<file path="src/rtl/instr_cache_refill.sv">
// instr_cache_refill
//   Line-refill engine sitting in front of the L1 instruction cache sets.
//   On a miss it fetches one B-byte block from the next memory level, one
//   32-bit word per request/valid handshake. Words are assembled into
//   rep_block. A one-cycle rep_ready strobe then lets the active set write
//   data and tag.
//
// Ports
//   clk, reset   : clock; synchronous active-high reset
//   cache_miss   : miss from the active set (only sampled in IDLE)
//   miss_addr    : address that missed
//   flush        : pipeline flush, abandons the refill in progress
//   mem_valid    : memory returns the requested word this cycle
//   mem_rdata    : returned word
//   mem_req      : word request, held until mem_valid
//   mem_addr     : word-aligned request address
//   rep_block    : assembled line, word k at bits [32k+31:32k]
//   rep_ready    : one-cycle strobe, rep_block may be written into the set
//   refill_busy  : engine not idle (fetch stall)
module instr_cache_refill #(
  parameter int B = 64,
  parameter int A = 32
) (
  input  logic           clk,
  input  logic           reset,
  input  logic           cache_miss,
  input  logic [A-1:0]   miss_addr,
  input  logic           flush,
  input  logic           mem_valid,
  input  logic [31:0]    mem_rdata,
  output logic           mem_req,
  output logic [A-1:0]   mem_addr,
  output logic [B*8-1:0] rep_block,
  output logic           rep_ready,
  output logic           refill_busy
);

  localparam int WORDS = B / 4;
  localparam int CW    = $clog2(WORDS);

  typedef enum logic [1:0] {IDLE, FETCH, DONE} state_t;

  state_t        state, stateNext;
  logic [A-1:0]  base;
  logic [CW-1:0] wordCnt;
  logic          abort;
  logic          lastWord;
  logic          killBeat;

  assign lastWord    = (wordCnt == CW'(WORDS - 1));
  // A flush seen now or earlier in this refill ends it once the beat lands.
  assign killBeat    = flush | abort;
  assign refill_busy = (state != IDLE);

  always_comb begin
    stateNext = state;
    mem_req   = 1'b0;
    mem_addr  = '0;
    rep_ready = 1'b0;
    case (state)
      IDLE: begin
        if (cache_miss && !flush) stateNext = FETCH;
      end
      FETCH: begin
        mem_req  = 1'b1;
        // base is block-aligned and the offset is < B, so no carry into tag bits.
        mem_addr = base + A'({wordCnt, 2'b00});
        if (mem_valid) begin
          if (killBeat)      stateNext = IDLE;
          else if (lastWord) stateNext = DONE;
        end
      end
      DONE: begin
        rep_ready = ~flush & ~abort;
        stateNext = IDLE;
      end
      default: stateNext = IDLE;
    endcase
  end

  always_ff @(posedge clk) begin
    if (reset) begin
      state     <= IDLE;
      base      <= '0;
      wordCnt   <= '0;
      abort     <= 1'b0;
      rep_block <= '0;
    end else begin
      state <= stateNext;
      case (state)
        IDLE: begin
          if (cache_miss && !flush) begin
            base    <= miss_addr & ~A'(B - 1);
            wordCnt <= '0;
            abort   <= 1'b0;
          end
        end
        FETCH: begin
          if (flush) abort <= 1'b1;
          if (mem_valid) begin
            rep_block[32*wordCnt +: 32] <= mem_rdata;
            if (!killBeat && !lastWord) wordCnt <= wordCnt + 1'b1;
          end
        end
        default: ;
      endcase
    end
  end

endmodule

</file>
<file path="config.mk">
export PLATFORM = sky130hd
export DESIGN_NAME = instr_cache_refill
export DESIGN_NICKNAME = d
export VERILOG_FILES = /design/src/rtl/instr_cache_refill.sv
export SDC_FILE = /design/constraint.sdc
export NUM_CORES = 1
export LEC_CHECK = 0
export CAP_MARGIN = 20
export CORE_AREA = 2 2 240 242
export CTS_CLUSTER_SIZE = 25
export DETAILED_ROUTE_END_ITERATION = 10
export DIE_AREA = 0 0 242 244
export GPL_ROUTABILITY_DRIVEN = 1
export PLACE_DENSITY = 0.78
export SLEW_MARGIN = 20
export SYNTH_ARGS = -nofsm -noshare
export SYNTH_HDL_FRONTEND = slang
export SYNTH_SLANG_ARGS = --single-unit
export TNS_END_PERCENT = 50
</file>
<file path="constraint.sdc">
create_clock -name clk -period 3.2 [get_ports clk]
set_clock_uncertainty 0.05 [all_clocks]
set_input_delay 0.64 -clock clk [delete_from_list [all_inputs] [get_ports clk]]
set_output_delay 0.64 -clock clk [all_outputs]
set_load 0.01 [all_outputs]
</file>
==> results of run 1 <==
==> routing by layer <==
metal,track usage (%),up-vias,wire [um]
li1,-,8967,-
met1,35.9,9676,35700
met2,46.7,987,40600
met3,8.26,190,8710
met4,11.3,6,3500
met5,0,-,34
==> worst paths after layout <==
kind	startpoint	end	slack [ns]	depth (start not counted)
max reg2reg	wordCnt[0]	rep_block[317]	0.09	7
max	wordCnt[0]	rep_block[317]	0.09	7
min	rep_block[16]	rep_block[16]	0.40	2
min reg2reg	rep_block[16]	rep_block[16]	0.40	2
==> metrics by stage <==
stage                     std cells  power, mW
after floorplan                2277       7.46
after global placement         3504       7.95
after detailed placement       3504       7.97
after CTS                      3607       14.9
after global routing           3607       15.2
final                          3610       14.8
==> power breakdown <==
group          internal, mW  total (mW)  leakage (nW)  switching (mW)
clock                  4.13        6.96         0.965            2.84
sequential             6.81        6.83          4.39          0.0229
combinational         0.302       0.999          5.28           0.697
==> what timing repair did <==
| action | CTS | global route |
|---|---|---|
| hold buffers | 0 | 0 |
| setup endpoints to repair | 0 | 65 |
| gates resized for setup | 0 | 1 |
| endpoints found under the hold margin | 0 | 0 |
==> Yosys cell counts, types with 3 or more instances <==
library cell / n
nand2b_1: 200
or3_1: 33
a22o_1: 141
nor2b_1: 39
nand4_1: 48
clkbuf_1: 147
o21ai_1: 9
nor3_1: 5
mux2i_1: 130
nor2_1: 17
o31ai_1: 12
inv_1: 5
and2_1: 60
and4_1: 3
ha_1: 5
nand2_1: 245
buf_2: 62
buf_4: 10
and3_1: 4
a21oi_1: 182
nand3b_1: 15
buf_1: 7
o21ai_0: 91
nand3_1: 185
buf_6: 8
a32o_1: 12
dfxtp_1: 545
nor4_1: 3
==> sequential cells by signal, summed over array words and instances (netlist names) <==
name,flops
state,2
rep_block,512
abort,1
base,26
wordCnt,4
==> worst max-delay path: cells and delay by family, from the launching register on <==
family / cells / cell delay [ns]
buf+inv: 2 / 0.41
flops: 1 / 0.51
xor+xnor: 1 / 0.35
simple gates: 1 / 0.21
fa+ha+maj: 1 / 0.29
compound gates: 2 / 1.19
==> kinds of logic (layout without fill, tap and decap cells) <==
kind of cell | Yosys count | after routing
other cells | 1 | 5
compound gates | 473 | 473
simple gates | 878 | 878
mux | 132 | 132
xor+xnor | 2 | 2
fa+ha+maj | 5 | 5
buf+inv | 240 | 814
flops | 545 | 545
==> cell type report <==
cell class / count / share of cell area (%)
antenna: 3 / 0.0248
clock buffer: 81 / 5.41
clock inverter: 22 / 1.11
inverter: 5 / 0.0621
multi-input combinational: 1492 / 31.3
sequential: 545 / 36.1
tap: 756 / 3.13
timing repair buffer: 706 / 22.9
==> layout by cell type, fill, tap and decap left out, types with 6 or more instances in the layout <==
cell type	netlist	routed
clkdlybuf4s50_1	0	606
dfxtp_1	545	543
nand2_1	245	245
nand2b_1	200	200
nand3_1	185	185
a21oi_1	182	180
a22o_1	141	141
mux2i_1	130	130
buf_4	10	92
o21ai_0	91	90
and2_1	60	60
clkbuf_16	0	56
nand4_1	48	48
nor2b_1	39	38
or3_1	33	33
nand3b_1	15	15
nor2_1	17	14
clkbuf_8	0	14
a32o_1	12	12
o31ai_1	12	12
clkbuf_1	147	11
o21ai_1	9	9
bufinv_16	0	7
buf_12	0	7
clkinv_2	0	6
==> flow_metrics.tcl, run 1 <==
set metrics [dict create \
    status "complete, no violations" \
    path_cells "inv_1 -> ha_1 -> buf_4 -> xor2_4 -> nor2_1 -> a21oi_4 -> a22o_1" \
    grt-ovfl-total 0 \
    multiInputGateArea_um2 9450 \
    netlist_instances 2276 \
    clock-root-buffer "clkbuf_16" \
    synth_top_area_share_pct 51.2 \
    place_congestion 0.887 \
    h-tree-depth 2 \
    cts_max_path_buffers 3 \
    final_nets 2880 \
    rsz0062_at_grt "false" \
    drtIter0Drc 1367 \
    synth_xor_area_share_pct 0.258 \
    port_buffers 607 \
    area_growth_pct 41.9 \
    cp-end-kind "register" \
    fin_setup_tns_ns 0 \
    fmax_mhz 321 \
    yosys_warnings 0 \
    pre_cts_slack_ns 0.104 \
    cellPowerDensity_nw_per_um2 490 \
    design_area_um2 30200 \
    required_ns 3.71 \
    numCtsBuffers 56 \
    cp_max_fo 32 \
    critical_path_arrival_ns 3.62 \
    report.final.slew_viol_count 0 \
    antenna_found_initial 10 \
    initial_core_util_pct 37.9 \
    synth_top_family_by_area "simple AND/OR/NAND/NOR gates" \
    die_w_um 242 \
    finalHoldViolations 0 \
    fin_util_pct 53.8 \
    placementRows 87 \
    dieArea_um2 59000 \
    maxCapViolations 0 \
    totalWireLength_mm 88.6 \
    synth_ff_type "dfxtp_1" \
    leakage_nw 10.6 \
    synth-adder-area-share_pct 0.294 \
    layout-drive-gt1-share_pct 8.35 \
    cts_tree "yes" \
    seq_area_um2 10900 \
    synthMuxAreaShare_pct 6.21 \
    synth_compound_area_share_pct 14.7 \
    wl_per_cell_um 24.5 \
    grt_pass1_vias 19600 \
    setup_viol 0 \
    yosys.cell_types.count 70 \
    dr.pass1.iters 7 \
    ant_nets 0 \
    yosys.area.top_type "dfxtp_1" \
    viasPerCell 5.49 \
    worst_setup_path_start_kind "register" \
    finalCritPeriodShare_pct 97.2 \
    drc 0 \
    yosysSeqAreaShare_pct 51.2 \
    num_vias 19800 \
    worst_pin_slew_ns 1.18 \
    numClockSinks 545 \
    grt_max_degree 141 \
    hp-class "register to register" \
    fp.dieH_um 244 \
    place_area_um2 28200 \
    max_stage_delay_ns 0.93 \
    dp_hpwl_mm 62.3 \
    clk_latency_ns 0.60 \
    setup_ws_ns 0.0882 \
    design.portCount 616 \
    nFillCells 4853 \
    netlist_area_um2 21300 \
    clk_pin_slew_ns 0.06 \
    slew_headroom_pct 21.5 \
    syn_avg_cell_area_um2 9.36 \
    synth_area_leaders "dfxtp_1, mux2i_1, nand2b_1, a22o_1, nand3_1" \
    grt_pass1_wl_mm 128 \
    timing.hold.ws_ns 0.402 \
    core-area_um2 56200 \
    ir_worst_vdd_mv 0.409 \
    period_minus_slack_ns 3.11 \
    crit_type "register to register" \
    async_flop_share_pct 0 \
    crit_path_top_delay_cell "a21oi_4" \
    synth-edff-count 0 \
    ys_ff_latch 545 \
    postCtsSetupBuffers 0 \
    synth-simple-area-share_pct 22.2 \
    track_usage_pct 28.7 \
]
Note: power is estimated with default switching activity, not from simulation.
==> run 2, diff against run 1 <==
CAP_MARGIN = not set   (was 20)
==> results of run 2 <==
No change in the layout: final DEF, timing and power equal those of run 1.
==> run 3, diff against run 2 <==
CAP_MARGIN = 20   (was not set)
==> results of run 3 <==
No change in the layout: final DEF, timing and power equal those of run 1.
